### config.mk
export PLATFORM = sky130hd
export DESIGN_NAME = uart_tx_fifo_flat
export DESIGN_NICKNAME = d
export VERILOG_FILES = /design/src/rtl/uart_pkg.sv /design/src/rtl/uart_tx_fifo_if.sv /design/src/rtl/sync_fifo.sv /design/src/rtl/uart_tx_fifo.sv /design/src/flat_wrapper.sv
export SDC_FILE = /design/constraint.sdc
export NUM_CORES = 1
export LEC_CHECK = 0
export CORE_MARGIN = 5
export CORE_UTILIZATION = 35
export CTS_BUF_LIST = sky130_fd_sc_hd__clkbuf_8 sky130_fd_sc_hd__clkbuf_16
export CTS_CLUSTER_DIAMETER = 40
export DETAILED_ROUTE_END_ITERATION = 10
export PLACE_DENSITY = 0.59
export SLEW_MARGIN = 20
export SYNTH_ARGS = -nofsm -noshare
export SYNTH_HDL_FRONTEND = slang
export SYNTH_SLANG_ARGS = --single-unit
### constraint.sdc
create_clock -name clk -period 2.1 [get_ports clk]
set_clock_uncertainty 0.1 [all_clocks]
set_input_delay 0.42 -clock clk [delete_from_list [all_inputs] [get_ports clk]]
set_output_delay 0.42 -clock clk [all_outputs]
set_load 0.03 [all_outputs]
### src/rtl/uart_pkg.sv
// Shared types and constants for the buffered UART transmitter.
// Latency: n/a (declarations only).
// Backpressure: n/a (declarations only).
package uart_pkg;

    // Serialiser states, in the order a frame walks through them.
    typedef enum logic [2:0] {
        IDLE,
        START,
        DATA,
        PARITY,
        STOP
    } tx_state_e;

    localparam int   UART_DATA_WIDTH = 8;
    localparam logic UART_STOP_LEVEL = 1'b1;
    localparam logic UART_IDLE_LEVEL = 1'b1;

endpackage

### src/rtl/uart_tx_fifo_if.sv
// Byte-write / serial-status bundle between a byte producer and the UART transmitter.
// Latency: n/a (wiring only).
// Backpressure: producer must watch tx_ready; writes while not ready are dropped.
// Ports: tx_data/tx_data_en (producer -> UART), tx_ready/tx_serial/tx_busy/
//        fifo_count/tx_overflow (UART -> producer/line).
interface uart_tx_fifo_if #(
    parameter int DATA_WIDTH = 8,
    parameter int FIFO_DEPTH = 16
);
    localparam int CNT_W = $clog2(FIFO_DEPTH) + 1;

    logic [DATA_WIDTH-1:0] tx_data;
    logic                  tx_data_en;
    logic                  tx_ready;
    logic                  tx_serial;
    logic                  tx_busy;
    logic [CNT_W-1:0]      fifo_count;
    logic                  tx_overflow;

    modport master (
        output tx_data, tx_data_en,
        input  tx_ready, tx_serial, tx_busy, fifo_count, tx_overflow
    );

    modport slave (
        input  tx_data, tx_data_en,
        output tx_ready, tx_serial, tx_busy, fifo_count, tx_overflow
    );
endinterface

### src/rtl/sync_fifo.sv
// Single-clock FIFO with registered occupancy and registered full/empty flags.
// Latency: a push is visible at the head (empty deasserted) one cycle later.
// Backpressure: push while full and pop while empty are ignored.
// Ports: clk, rst (async, active high), push/push_dat, pop/pop_dat (head, combinational
//        from storage), full, empty, count.
module sync_fifo #(
    parameter int WIDTH = 8,
    parameter int DEPTH = 16
) (
    input  logic                     clk,
    input  logic                     rst,
    input  logic                     push,
    input  logic [WIDTH-1:0]         push_dat,
    input  logic                     pop,
    output logic [WIDTH-1:0]         pop_dat,
    output logic                     full,
    output logic                     empty,
    output logic [$clog2(DEPTH):0]   count
);
    localparam int PTR_W = $clog2(DEPTH);
    localparam int CNT_W = PTR_W + 1;

    logic [WIDTH-1:0] mem_q [DEPTH];
    logic [PTR_W-1:0] wr_ptr_q, wr_ptr_d;
    logic [PTR_W-1:0] rd_ptr_q, rd_ptr_d;
    logic [CNT_W-1:0] count_q, count_d;
    logic             full_q, full_d;
    logic             empty_q, empty_d;
    logic             do_push, do_pop;

    assign do_push = push & ~full_q;
    assign do_pop  = pop & ~empty_q;

    // Pointers are exactly log2(DEPTH) wide, so they wrap without a compare.
    always_comb begin
        wr_ptr_d = wr_ptr_q + PTR_W'(do_push);
        rd_ptr_d = rd_ptr_q + PTR_W'(do_pop);
        count_d  = count_q;
        if (do_push && !do_pop) begin
            count_d = count_q + CNT_W'(1);
        end else if (!do_push && do_pop) begin
            count_d = count_q - CNT_W'(1);
        end
        // Flags come from the next count so they are flops, not decode of count_q.
        full_d  = (count_d == CNT_W'(DEPTH));
        empty_d = (count_d == '0);
    end

    always_ff @(posedge clk or posedge rst) begin
        if (rst) begin
            wr_ptr_q <= '0;
            rd_ptr_q <= '0;
            count_q  <= '0;
            full_q   <= 1'b0;
            empty_q  <= 1'b1;
        end else begin
            wr_ptr_q <= wr_ptr_d;
            rd_ptr_q <= rd_ptr_d;
            count_q  <= count_d;
            full_q   <= full_d;
            empty_q  <= empty_d;
        end
    end

    // Storage needs no reset: entries are only read once the count says they are valid.
    always_ff @(posedge clk) begin
        if (do_push) begin
            mem_q[wr_ptr_q] <= push_dat;
        end
    end

    assign pop_dat = mem_q[rd_ptr_q];
    assign full    = full_q;
    assign empty   = empty_q;
    assign count   = count_q;

endmodule

### src/rtl/uart_tx_fifo.sv
// Buffered UART transmitter: FIFO of bytes serialised LSB-first as 8N1 (optional even parity).
// Latency: byte written in cycle N starts its start bit on the first baud_tick at or after N+1.
// Backpressure: tx_ready low when the FIFO is full; writes then are dropped and latch tx_overflow.
// Ports: clk, rst (async, active high), baud_tick (one-cycle pulse per bit period),
//        bus (slave side of uart_tx_fifo_if: write strobe in, line and status out).
module uart_tx_fifo
    import uart_pkg::*;
#(
    parameter int DATA_WIDTH = UART_DATA_WIDTH,
    parameter int FIFO_DEPTH = 16,
    parameter int PARITY_EN  = 0
) (
    input  logic           clk,
    input  logic           rst,
    input  logic           baud_tick,
    uart_tx_fifo_if.slave  bus
);
    localparam int CNT_W = $clog2(FIFO_DEPTH) + 1;
    localparam int BIT_W = $clog2(DATA_WIDTH);

    tx_state_e             state_q, state_d;
    logic [DATA_WIDTH-1:0] shift_q, shift_d;
    logic [BIT_W-1:0]      bit_cnt_q, bit_cnt_d;
    logic                  parity_q, parity_d;
    logic                  serial_q, serial_d;
    logic                  busy_q, busy_d;
    logic                  ovf_q, ovf_d;

    logic                  fifo_push, fifo_pop;
    logic                  fifo_full, fifo_empty;
    logic [DATA_WIDTH-1:0] fifo_head;
    logic [CNT_W-1:0]      fifo_cnt;

    // A write while full is dropped even if the serialiser pops in the same cycle.
    assign fifo_push = bus.tx_data_en & ~fifo_full;

    sync_fifo #(
        .WIDTH (DATA_WIDTH),
        .DEPTH (FIFO_DEPTH)
    ) u_fifo (
        .clk      (clk),
        .rst      (rst),
        .push     (fifo_push),
        .push_dat (bus.tx_data),
        .pop      (fifo_pop),
        .pop_dat  (fifo_head),
        .full     (fifo_full),
        .empty    (fifo_empty),
        .count    (fifo_cnt)
    );

    always_comb begin
        state_d   = state_q;
        shift_d   = shift_q;
        bit_cnt_d = bit_cnt_q;
        parity_d  = parity_q;
        serial_d  = serial_q;
        fifo_pop  = 1'b0;
        ovf_d     = ovf_q | (bus.tx_data_en & fifo_full);

        if (baud_tick) begin
            unique case (state_q)
                // STOP behaves like IDLE: a waiting byte starts immediately, giving
                // back-to-back frames with no idle gap.
                IDLE, STOP: begin
                    if (!fifo_empty) begin
                        fifo_pop = 1'b1;
                        shift_d  = fifo_head;
                        serial_d = 1'b0;
                        state_d  = START;
                    end else begin
                        serial_d = UART_IDLE_LEVEL;
                        state_d  = IDLE;
                    end
                end
                START: begin
                    serial_d  = shift_q[0];
                    bit_cnt_d = '0;
                    parity_d  = ^shift_q;
                    state_d   = DATA;
                end
                // bit_cnt counts data bits already on the line; the line shows bit
                // bit_cnt while in DATA.
                DATA: begin
                    if (bit_cnt_q == BIT_W'(DATA_WIDTH - 1)) begin
                        if (PARITY_EN != 0) begin
                            serial_d = parity_q;
                            state_d  = PARITY;
                        end else begin
                            serial_d = UART_STOP_LEVEL;
                            state_d  = STOP;
                        end
                    end else begin
                        shift_d   = shift_q >> 1;
                        serial_d  = shift_q[1];
                        bit_cnt_d = bit_cnt_q + BIT_W'(1);
                    end
                end
                PARITY: begin
                    serial_d = UART_STOP_LEVEL;
                    state_d  = STOP;
                end
                default: begin
                    serial_d = UART_IDLE_LEVEL;
                    state_d  = IDLE;
                end
            endcase
        end

        busy_d = (state_d != IDLE);
    end

    always_ff @(posedge clk or posedge rst) begin
        if (rst) begin
            state_q   <= IDLE;
            shift_q   <= '0;
            bit_cnt_q <= '0;
            parity_q  <= 1'b0;
            serial_q  <= UART_IDLE_LEVEL;
            busy_q    <= 1'b0;
            ovf_q     <= 1'b0;
        end else begin
            state_q   <= state_d;
            shift_q   <= shift_d;
            bit_cnt_q <= bit_cnt_d;
            parity_q  <= parity_d;
            serial_q  <= serial_d;
            busy_q    <= busy_d;
            ovf_q     <= ovf_d;
        end
    end

    assign bus.tx_serial   = serial_q;
    assign bus.tx_busy     = busy_q;
    assign bus.tx_ready    = ~fifo_full;
    assign bus.fifo_count  = fifo_cnt;
    assign bus.tx_overflow = ovf_q;

endmodule

### src/flat_wrapper.sv
// flat-port wrapper written by rule: the top's interface ports become plain ports
module uart_tx_fifo_flat import uart_pkg::*;
#(
    parameter int DATA_WIDTH = UART_DATA_WIDTH,
    parameter int FIFO_DEPTH = 16,
    parameter int PARITY_EN  = 0
)
  (clk, rst, baud_tick, bus_tx_data, bus_tx_data_en, bus_tx_ready, bus_tx_serial, bus_tx_busy, bus_fifo_count, bus_tx_overflow);
  uart_tx_fifo_if #(.DATA_WIDTH(DATA_WIDTH), .FIFO_DEPTH(FIFO_DEPTH)) bus_i ();
  input  logic clk;
  input  logic rst;
  input  logic baud_tick;
  input wire logic [$bits(bus_i.tx_data)-1:0] bus_tx_data;
  input wire logic [$bits(bus_i.tx_data_en)-1:0] bus_tx_data_en;
  output wire logic [$bits(bus_i.tx_ready)-1:0] bus_tx_ready;
  output wire logic [$bits(bus_i.tx_serial)-1:0] bus_tx_serial;
  output wire logic [$bits(bus_i.tx_busy)-1:0] bus_tx_busy;
  output wire logic [$bits(bus_i.fifo_count)-1:0] bus_fifo_count;
  output wire logic [$bits(bus_i.tx_overflow)-1:0] bus_tx_overflow;
  assign bus_i.tx_data = bus_tx_data;
  assign bus_i.tx_data_en = bus_tx_data_en;
  assign bus_tx_ready = bus_i.tx_ready;
  assign bus_tx_serial = bus_i.tx_serial;
  assign bus_tx_busy = bus_i.tx_busy;
  assign bus_fifo_count = bus_i.fifo_count;
  assign bus_tx_overflow = bus_i.tx_overflow;
  uart_tx_fifo #(.DATA_WIDTH(DATA_WIDTH), .FIFO_DEPTH(FIFO_DEPTH), .PARITY_EN(PARITY_EN)) u_core (.clk(clk), .rst(rst), .baud_tick(baud_tick), .bus(bus_i));
endmodule
# Word level (Yosys, flattened, before mapping)
# Memories as Yosys holds them, arrays and structs flattened.
# Index checks and enable logic that the tools add are counted.
[word_totals] reg_bits=32 mem_bits_rw=128 in_bits=12 elab_cells=63 mem_count=1
[classes] n_addsub=5 eq_ne=8 n_mux=19 bitwise=7 reduce_logical=12
[memory_table] memory="u_core.u_fifo.mem_q" words=16 word_bits=8 read_ports=1 rd_ports_with_merged_regs=0 write_ports=1 line="sync_fifo.sv:23" source="logic [WIDTH-1:0] mem_q [DEPTH];"
[ops] op="8-bit two-way mux" n=2
[ops] op="8-bit case mux with 2 select lines" n=1
[ops] op="3-bit case mux with 4 select lines" n=1
[ops] op="5-bit two-way mux" n=2
[ops] op="3-bit two-way mux" n=3
[ops] op="4-bit by 1-bit adder with 4-bit output" n=2
[ops] op="1-bit two-way mux" n=8
[ops] op="3-bit by 2-bit == test with 1-bit output (second input constant)" n=2
[ops] op="3-bit == test (second input constant)" n=2
[ops] op="3-bit case mux with 2 select lines" n=1
[ops] op="5-bit by 1-bit adder with 5-bit output (second input constant)" n=1
[ops] op="5-bit == test (second input constant)" n=1
[ops] op="5-bit zero test" n=1
[ops] op="5-bit by 1-bit subtractor with 5-bit output (second input constant)" n=1
[ops] op="1-bit bitwise AND" n=4
[ops] op="2-bit != test (second input constant)" n=2
[ops] op="4-bit AND reduction" n=1
[ops] op="2-bit nonzero test" n=2
[ops] op="3-bit by 1-bit adder with 3-bit output (second input constant)" n=1
[ops] op="3-bit by 1-bit == test with 1-bit output (second input constant)" n=1
[ops] op="3-bit zero test" n=1
[ops] op="1-bit case mux with 3 select lines" n=1
[ops] op="3-bit AND reduction" n=1
[ops] op="3-bit nonzero test" n=1
[ops] op="other kinds (5)" n=8

# Longest topological paths before layout
# Gate-level depths: netlist of run 1.
[depth] word_depth=9 mapped_depth=8 depth_no_buf=7

# By module
# From an unflattened synthesis of run 1, not the netlist that was laid out.
[unflattened] cells_unflattened=350 area_unflattened_um2=6557.5
[modules_own_cells] mod="sync_fifo" n_inst=1 cells_per_inst=278 area_each_um2=5684.2 seq_area_each_um2=4220.3
[modules_own_cells] mod="uart_tx_fifo" n_inst=1 cells_per_inst=72 area_each_um2=873.3 seq_area_each_um2=426.7

# Worst setup path before layout of run 1
# No wires, ideal clock.
[synth_timing] kind="register to register" from="reg u_core.u_fifo.rd_ptr_q[0]" to="reg u_core.shift_q[2]" arrival_ps=1965 slack_ps=-90 stages_incl_launch_ff=7 n_path_buf=2 period_less_slack_ps=2190 path_cell_list="dfrtp_1 > clkbuf_1 > buf_2 > mux4_2 > a22oi_1 > nand3_1 > mux2_2"
[synth_between] elab_chain_len=3
[synth_lines] item="start: declaration" line="sync_fifo.sv:25" source="logic [PTR_W-1:0] rd_ptr_q, rd_ptr_d;"
[synth_lines] item="start signal: assignment" line="sync_fifo.sv:58" source="rd_ptr_q <= rd_ptr_d;"
[synth_lines] item="memory read 16 x 8 bit"
[synth_lines] item="8-bit two-way mux" line="uart_tx_fifo.sv:66" source="if (!fifo_empty) begin"
[synth_lines] item="8-bit case mux with 2 select lines" line="uart_tx_fifo.sv:62" source="unique case (state_q)"
[synth_lines] item="end signal: assignment" line="uart_tx_fifo.sv:124" source="shift_q <= shift_d;"
[synth_lines] item="end: declaration" line="uart_tx_fifo.sv:22" source="logic [DATA_WIDTH-1:0] shift_q, shift_d;"
# No other way between the ends. The select of a mux whose other input is x is not followed.
# A chain may end at the register's enable or synchronous reset.

# Worst setup path in the final report of run 1
[layout_timing] from="reg u_core.bit_cnt_q[0]" to="reg u_core.shift_q[4]"
[layout_between] elab_chain_len=3
[layout_lines] item="start: declaration" line="uart_tx_fifo.sv:23" source="logic [BIT_W-1:0] bit_cnt_q, bit_cnt_d;"
[layout_lines] item="start signal: assignment" line="uart_tx_fifo.sv:125" source="bit_cnt_q <= bit_cnt_d;"
[layout_lines] item="3-bit == test" line="uart_tx_fifo.sv:85" source="if (bit_cnt_q == BIT_W'(DATA_WIDTH - 1)) begin"
[layout_lines] item="2-bit != test (no line)"
[layout_lines] item="4-bit AND reduction (no line)"
# No other way between the ends.

==> results.cfg, run 1 <==
[synthesis]
yosys_warnings = 0
synth_area_leaders = edfxtp_1 59%, dfrtp_1 12%, mux4_2 7.3%
yosysTopAreaCellShare_pct = 59.3
synth_edf_count = 128
synth_area_um2 = 6490
ys_ff_latch = 160
ys_seq_area_share_pct = 71.6
syn-num-nets = 401
synthDistinctLibCells = 44
yosysTopAreaCell = edfxtp_1
synth_ff_type = edfxtp_1
synth_area_per_cell_um2 = 17.0
syn_inst = 381
ys_async_sr_fraction_pct = 20.0

[global_routing]
grt_pass1_vias = 3755
use_met2_pct = 21.8
use_met1_pct = 16.4
track_usage_pct = 13.0
overflow = 0
grt_max_degree = 33
grt-busiest-layer = met2
grt_util_met3_pct = 3.13
grt_first_pass_wirelength_um = 20900
antenna_found_initial = 0

[floorplan]
rows = 49
die_h_um = 146
die-width_um = 146
io_pins = 21
start_util_pct = 35.9
coreArea_um2 = 18100
die_area_um2 = 21400

[worst_hold_path]
min_path_type = input pin to asynchronous set/reset pin

[worst_setup_path]
regToRegEndpoint = u_core.shift_q[4]
cp_top_family = flip-flops
cp_slowest_cell = dfrtp_1
timing.rr.start = u_core.bit_cnt_q[0]
worstPathMaxFanout = 8
end_kind = register
max_stage_delay_ps = 380
worst-r2r-cell-count = 8
crit_arrival_ps = 2320
critPathKind = register to register
crit_chain = ha_2 > ha_4 > and3b_2 > a211oi_4 > nand2_2 > a21oi_4 > buf_12 > mux2_2
critPathBufInv = 1
regToRegSetupSlack_ps = -20
critPathRequiredTime_ps = 2300
startpoint_type = register

[routing]
first_pass_iters = 4
routed_wl_um = 13400
routedWlPerCell_um = 19.1
drc = 0
num_vias = 3554
first_iter_violations = 207
vias_per_cell = 5.06
ant_nets = 0

[clock_tree]
cts_buffer_depth = 2
clock-sinks = 160
clkLatencyLatePin_ps = 420
clock-root-buffer = clkbuf_16
cts_buffers = 17
cts_hold_buf = 0
cts_tree = built
clkTransAtPathRegs_ps = 60
htreeDepth = 4

[pwr]
fin_total_pwr_w = 0.0112
cellPowerDensity_nw_per_um2 = 1390
leakage_nw = 2.94
irDropWorstVdd_uv = 674

[finish]
fin_cells = 703
layout_common_cells = 128 x edfxtp_1, 52 x buf_4, 28 x dfrtp_1
final_common_cell = edfxtp_1
nFillCells = 1538
drive_gt1_share_pct = 28.7
nets = 481
seq_area_um2 = 4650
diodes = 0
syn2layout_area_growth_pct = 23.6
multi_input_area_um2 = 1780

[timing]
fin_crit_ps = 2120
max_freq_ghz = 0.473
fin_hold_ws_ps = 292
hold_violations = 0
rsz0062_at_grt = true
setup_viol = 3
finalMaxSlewViolations = 0
setup_tns_ps = -36.4
tightestPinTransition_ps = 643
worst_slack_ps = -15.5
period_share_pct = 101
relSlewSlack_pct = 57.0

[placed_design]
place_inst = 663
place_hpwl_um = 9030
gp_congestion = 0.787
io_buffers = 20

[run_status]
violations = negative setup slack
status = finished with violations

[job]
max_cap_violations = 0
[area by class of cell]
class                   count  share of cell area [%]
flip-flops and latches    160                    58.0
multi-input cells         194                    22.2
repair buffers             78                    8.86
clock buffers              21                    6.13
well taps                 229                    3.57
clock inverters            11                   0.780
inverters                  10                   0.468
[synthesized netlist by cell type (all sizes together), types with 3 or more instances]
library cell / number
a22oi: 19
nand3: 18
nand2: 17
nand2b: 4
clkbuf: 8
mux4: 21
mux2: 9
nor3b: 3
xnor2: 5
xor2: 3
nor2: 23
dfrtp: 30
ha: 8
o21ai: 8
buf: 9
inv: 9
o211ai: 3
nor3: 4
mux2i: 25
edfxtp: 128
[where the power goes]
part	switching (W)	internal, W
sequential	0.000455	0.00402
clock	0.00118	0.00166
combinational	0.00192	0.00193
total	0.00355	0.00761
[through the flow]
stage	util [%]	instance area [um^2]	setup slack, ps
6_report	44.3	8020	-15.5
5_1_grt	44.3	8020	-72.1
4_1_cts	43.8	7910	12.9
3_5_place_dp	40.5	7330	-385
3_3_place_gp	40.5	7330	-356
2_1_floorplan	-	6500	2.85
[registers in the layout (all words and copies together) (netlist names)]
signal                  cells
u_core.bit_cnt_q            3
u_core.bus.tx_serial        1
u_core.bus.tx_overflow      1
u_core.state_q              3
u_core.u_fifo.empty         1
u_core.u_fifo.full          1
u_core.u_fifo.mem_q       128
u_core.u_fifo.rd_ptr_q      4
u_core.shift_q              8
u_core.u_fifo.wr_ptr_q      4
u_core.u_fifo.count         5
u_core.bus.tx_busy          1
[per-layer routing]
layer	wire [um]	vias to the layer above
met2	6910	78
li1	-	1652
met5	0	-
met1	5650	1807
met3	618	17
met4	231	0
[kinds of logic after synthesis]
logic type	share of synthesized area (%)
flip-flops	71.6
AND/OR/NAND/NOR	6.75
multiplexers	12.7
AO/OA/AOI/OAI	4.40
buffers and inverters	1.87
XOR/XNOR	1.08
adder cells (fa/ha/maj)	1.54
[tightest hold or removal path, stage by stage]
cell	delay, ps
clkdlybuf4s50_1	390
inv_1	50
buf_4	370
[worst max path at each step]
stage	start	cells past startpoint	end
2_1_floorplan	u_core.u_fifo.rd_ptr_q[0]	6	u_core.shift_q[2]
3_3_place_gp	baud_tick	6	u_core.u_fifo.full
3_5_place_dp	baud_tick	6	u_core.u_fifo.full
4_1_cts	u_core.bit_cnt_q[0]	8	u_core.shift_q[2]
5_1_grt	u_core.bit_cnt_q[1]	8	u_core.shift_q[6]
6_report	u_core.bit_cnt_q[0]	8	u_core.shift_q[4]
[timing repair]
item,CTS,global route
gates cloned,0,1
pin swaps,2,4
setup buffers,3,4
endpoints found under the hold margin,0,0
setup endpoints to repair,10,9
gates resized for setup,8,10
Power figures use the tool's default switching activity.
==> run 2: changes to the inputs <==
--- a/config.mk
+++ b/config.mk
@@ -6,11 +6,11 @@
 export NUM_CORES = 1
 export LEC_CHECK = 0
 export CORE_MARGIN = 5
-export CORE_UTILIZATION = 35
+export CORE_UTILIZATION = 55
 export CTS_BUF_LIST = sky130_fd_sc_hd__clkbuf_8 sky130_fd_sc_hd__clkbuf_16
 export CTS_CLUSTER_DIAMETER = 40
 export DETAILED_ROUTE_END_ITERATION = 10
-export PLACE_DENSITY = 0.59
+export PLACE_DENSITY = 0.82
 export SLEW_MARGIN = 20
 export SYNTH_ARGS = -nofsm -noshare
 export SYNTH_HDL_FRONTEND = slang
==> run 2 against run 1 <==
Compared with the run above: the run still ends with negative setup slack left; die area down 34%; register-to-register slack about the same; core utilization grew 25 points; flip-flop and latch count unchanged.
==> results.cfg, run 2 (synthesis gave the netlist of run 1 again) <==
[floorplan]
coreArea_um2 = 11500
die_area_um2 = 14100
die_h_um = 119
io_pins = 21
rows = 39
die-width_um = 119
start_util_pct = 56.6

[finish]
drive_gt1_share_pct = 29.1
syn2layout_area_growth_pct = 21.9
final_common_cell = edfxtp_1
largest_reg_flops = 128
largest_register = u_core.u_fifo.mem_q
multi_input_area_um2 = 1810
nets = 475
diodes = 0
seq_area_um2 = 4650
nFillCells = 662
layout_common_cells = 128 x edfxtp_1, 47 x buf_4, 29 x dfrtp_1
final_area_um2 = 7910

[worst_setup_path]
startpoint_type = register
critPathKind = register to register
critPathRequiredTime_ps = 2330
worstPathMaxFanout = 6
crit_arrival_ps = 2340
end_kind = register
worst-r2r-cell-count = 5

[global_routing]
grt_max_degree = 33
overflow = 0
track_usage_pct = 20.5
grt_first_pass_wirelength_um = 21400
grt_pass1_vias = 3757
antenna_found_initial = 0

[timing]
fin_crit_ps = 2110
setup_viol = 3
finalMaxSlewViolations = 0
rsz0062_at_grt = true
hold_violations = 0
period_share_pct = 100
max_freq_ghz = 0.474
relSlewSlack_pct = 56.1
worst_slack_ps = -9.92
tightestPinTransition_ps = 656

[routing]
routed_wl_um = 14000
drc = 0
vias_per_cell = 6.09
routedWlPerCell_um = 22.9
ant_nets = 0
first_pass_iters = 5
num_vias = 3719
first_iter_violations = 391

[clock_tree]
clock-sinks = 160
htreeDepth = 4
clock-root-buffer = clkbuf_16
cts_tree = built
clkTransAtPathRegs_ps = 60
cts_buffers = 17
cts_buffer_depth = 2
clkLatencyLatePin_ps = 430

[placed_design]
gp_congestion = 0.914
place_area_um2 = 7140
place_hpwl_um = 8640
io_buffers = 20

[pwr]
pwr-share-clk_pct = 26.2
p_int_w = 0.00772
leakage_nw = 2.93
swShare_pct = 32.4
irDropWorstVdd_uv = 1070
fin_total_pwr_w = 0.0114
cellPowerDensity_nw_per_um2 = 1440
switchingPower_w = 0.00370
power_frac_comb_pct = 34.7
power_frac_seq_pct = 39.1

[worst_hold_path]
min_path_type = input pin to asynchronous set/reset pin

[job]
max_cap_violations = 0

[run_status]
violations = negative setup slack
status = finished with violations
[run 2: cell types whose count changed in the layout (fill, tap and decap cells not counted), moves of 3 or more]
| cell | change |
|---|---|
| buf_4 | -5 |
| clkinvlp_4 | +3 |
| mux2_2 | -3 |
| mux2_4 | +3 |
[run 2: final timing paths]
path / slack (ps) / start / endpoint
max: -10 / u_core.state_q[1] / u_core.u_fifo.full
min: 280 / rst / u_core.state_q[0]
max reg2reg: -10 / u_core.state_q[1] / u_core.u_fifo.full
min reg2reg: 370 / u_core.bus.tx_overflow / u_core.bus.tx_overflow
max in group asynchronous: 1280 / rst / u_core.u_fifo.empty
min in group clk: 370 / u_core.bus.tx_overflow / u_core.bus.tx_overflow
[run 2: metrics by stage]
step           hold WS (ps)  setup WS, ps  cells  utilization (%)  TNS [ps]
2_1_floorplan           367          2.85    381                -         0
3_3_place_gp            338          -332    570             62.3     -7830
3_5_place_dp            362          -398    570             62.3    -11080
4_1_cts                 284          4.24    609             68.2         0
5_1_grt                 333         -69.0    611             68.9      -516
6_report                282         -9.92    611             68.9     -17.7
[run 2: critical path: stages (launching register included)]
cell and delay (ps):
dfrtp_1 430, or4b_4 600, and3_4 210, a32oi_2 200, xnor2_1 230, nor4b_2 250
[run 2: timing repair]
item | 4_1_cts | 5_1_grt
endpoints found under the setup margin | 12 | 13
gates cloned | 0 | 0
pin swaps | 2 | 6
setup buffers | 7 | 3
gates resized for setup | 11 | 18
hold buffers | 0 | 0
[run 2: power groups by stage]
stage	clock network (W)	registers, W	logic [W]
after floorplan	0	0.00444	0.00233
after global placement	0	0.00444	0.00342
after detailed placement	0	0.00448	0.00356
after CTS	0.00301	0.00444	0.00378
after global routing	0.00317	0.00452	0.00425
final	0.00300	0.00447	0.00396
[run 2: layer usage]
layer	wire, um	GRT usage (%)	part of all wire, %
met5	0	0	0
met4	269	7.65	1.9
met3	878	4.78	6.3
met2	7480	35.0	53
met1	5360	25.5	38
[run 2: area by class of cell]
cell class	count	area share, %
Sequential cell	160	58.8
Clock inverter	10	1.04
Tap cell	143	2.26
Inverter	10	0.522
Multi-Input combinational cell	194	22.9
Clock buffer	22	6.39
Timing Repair Buffer	72	8.04
==> run 3: changes to the inputs <==
--- a/config.mk
+++ b/config.mk
@@ -10,8 +10,7 @@
 export CTS_BUF_LIST = sky130_fd_sc_hd__clkbuf_8 sky130_fd_sc_hd__clkbuf_16
 export CTS_CLUSTER_DIAMETER = 40
 export DETAILED_ROUTE_END_ITERATION = 10
-export PLACE_DENSITY = 0.82
-export SLEW_MARGIN = 20
+export PLACE_DENSITY = 0.75
 export SYNTH_ARGS = -nofsm -noshare
 export SYNTH_HDL_FRONTEND = slang
 export SYNTH_SLANG_ARGS = --single-unit
==> run 3 against run 2 <==
Compared with the run above: the flow now finishes without violations; clock-buffer cell count down 5; sequential power decreased by 0.9%; via count is 4.3% lower; combinational power is 5.8% lower; register-to-register slack better by 80 ps; wire length decreased by 11%; sequential share of layout area increased by 0.52 points; flip-flop and latch count is the same; critical path depth up 1; non-clock buffer count grew 2; worst hold slack worse by 45 ps.
==> results.cfg, run 3 (synthesis gave the netlist of run 1 again) <==
[floorplan]
die_h_um = 119
coreArea_um2 = 11500
io_pins = 21
start_util_pct = 56.6
die_area_um2 = 14100
die-width_um = 119
rows = 39

[pwr]
power_frac_comb_pct = 34.0
switchingPower_w = 0.00347
swShare_pct = 31.7
cellPowerDensity_nw_per_um2 = 1400
irDropWorstVdd_uv = 1290
pwr-share-clk_pct = 25.6
leakage_nw = 2.90
p_int_w = 0.00748
power_frac_seq_pct = 40.4

[finish]
layout_common_cells = 128 x edfxtp_1, 51 x buf_4, 28 x dfrtp_1
nets = 477
nFillCells = 743
drive_gt1_share_pct = 27.7
final_area_um2 = 7840
largest_register = u_core.u_fifo.mem_q
syn2layout_area_growth_pct = 20.9
diodes = 0
largest_reg_flops = 128
final_common_cell = edfxtp_1

[global_routing]
overflow = 0
grt_pass1_vias = 3663
grt_max_degree = 30
track_usage_pct = 18.8
antenna_found_initial = 0
grt_first_pass_wirelength_um = 20000

[timing]
finalMaxSlewViolations = 0
fin_crit_ps = 2030
period_share_pct = 96.8
max_freq_ghz = 0.492
setup_tns_ps = 0
hold_violations = 0
setup_viol = 0
rsz0062_at_grt = false
tightestPinTransition_ps = 607
relSlewSlack_pct = 59.4

[clock_tree]
clkLatencyLatePin_ps = 420
cts_tree = built
cts_buffer_depth = 2
clock-sinks = 160
cts_hold_buf = 0
htreeDepth = 4
clkTransAtPathRegs_ps = 60
clock-root-buffer = clkbuf_16
cts_buffers = 17

[worst_setup_path]
critPathKind = input pin to register
max_stage_delay_ps = 530
crit_chain = clkdlybuf4s50_1 > or4b_4 > and3_4 > a32oi_2 > xnor2_1 > nor4b_2
end_kind = register
critPathRequiredTime_ps = 2330
critPathBufInv = 1
crit_arrival_ps = 2260
cp_slowest_cell = or4b_4
worstPathMaxFanout = 7
startpoint_type = input pin
cp_top_family = simple AND/OR/NAND/NOR gates

[routing]
vias_per_cell = 5.80
routedWlPerCell_um = 20.3
drc = 0
first_pass_iters = 4
routed_wl_um = 12400
num_vias = 3558
first_iter_violations = 341
ant_nets = 0

[placed_design]
place_area_um2 = 7180
place_hpwl_um = 8270
io_buffers = 20
gp_congestion = 0.873

[worst_hold_path]
min_path_type = input pin to asynchronous set/reset pin

[job]
max_cap_violations = 0

[run_status]
status = finished, final reports clean
run 3: worst register-to-register path: stages, from the launching register on:
cell and delay, ps:
dfrtp_2 440, or4b_4 560, and3_4 210, a32oi_2 210
xnor2_1 190, nor4b_2 230
run 3: path summary, 6_finish.rpt:
path	startpoint	to	slack (ps)	cells past startpoint
worst max-delay path	baud_tick	u_core.u_fifo.full	70	6
worst min-delay path	rst	u_core.u_fifo.count[1]	240	3
worst max register to register	u_core.state_q[1]	u_core.u_fifo.full	70	5
worst min register to register	u_core.bus.tx_overflow	u_core.bus.tx_overflow	370	1
max in group asynchronous	rst	u_core.bus.tx_serial	1420	3
min in group clk	u_core.bus.tx_overflow	u_core.bus.tx_overflow	370	1
run 3: layout make-up:
type	count	area [um^2]	share of cell area, %
Timing Repair Buffer	74	639	8.16
Sequential cell	160	4650	59.3
Inverter	10	37.5	0.479
Clock buffer	17	425	5.43
Clock inverter	15	119	1.52
Multi-Input combinational cell	194	1790	22.8
Tap cell	143	179	2.28
run 3: routing by layer:
metal	share of wire [%]	vias to the layer above	routed length [um]	GRT usage (%)
li1	-	1644	-	-
met1	42	1820	5270	24.9
met2	51	86	6300	30.2
met3	6.0	8	749	5.83
met4	0.92	0	115	5.53
met5	0	-	0	0
run 3: timing repair:
| item | 4_1_cts | 5_1_grt |
|---|---|---|
| gates cloned | 0 | 0 |
| gates resized for setup | 7 | 13 |
| pin swaps | 2 | 2 |
| buffers inserted | 1 | 7 |
| endpoints found under the setup margin | 11 | 10 |
run 3: metrics by stage:
stage	setup WS [ps]	total power [W]	util, %	instances	hold slack, ps
finish	67.9	0.0110	68.4	613	237
global route	5.85	0.0116	68.4	613	269
CTS	9.31	0.0108	67.4	606	231
detailed placement	-365	0.00801	62.6	573	361
global placement	-328	0.00792	62.6	573	336
floorplan	2.85	0.00677	-	381	367
run 3: power groups by stage:
stage,clock network (W),registers (W),logic (W)
floorplan,0,0.00444,0.00233
global placement,0,0.00445,0.00348
detailed placement,0,0.00447,0.00354
CTS,0.00286,0.00442,0.00355
global route,0.00301,0.00449,0.00406
finish,0.00280,0.00443,0.00373
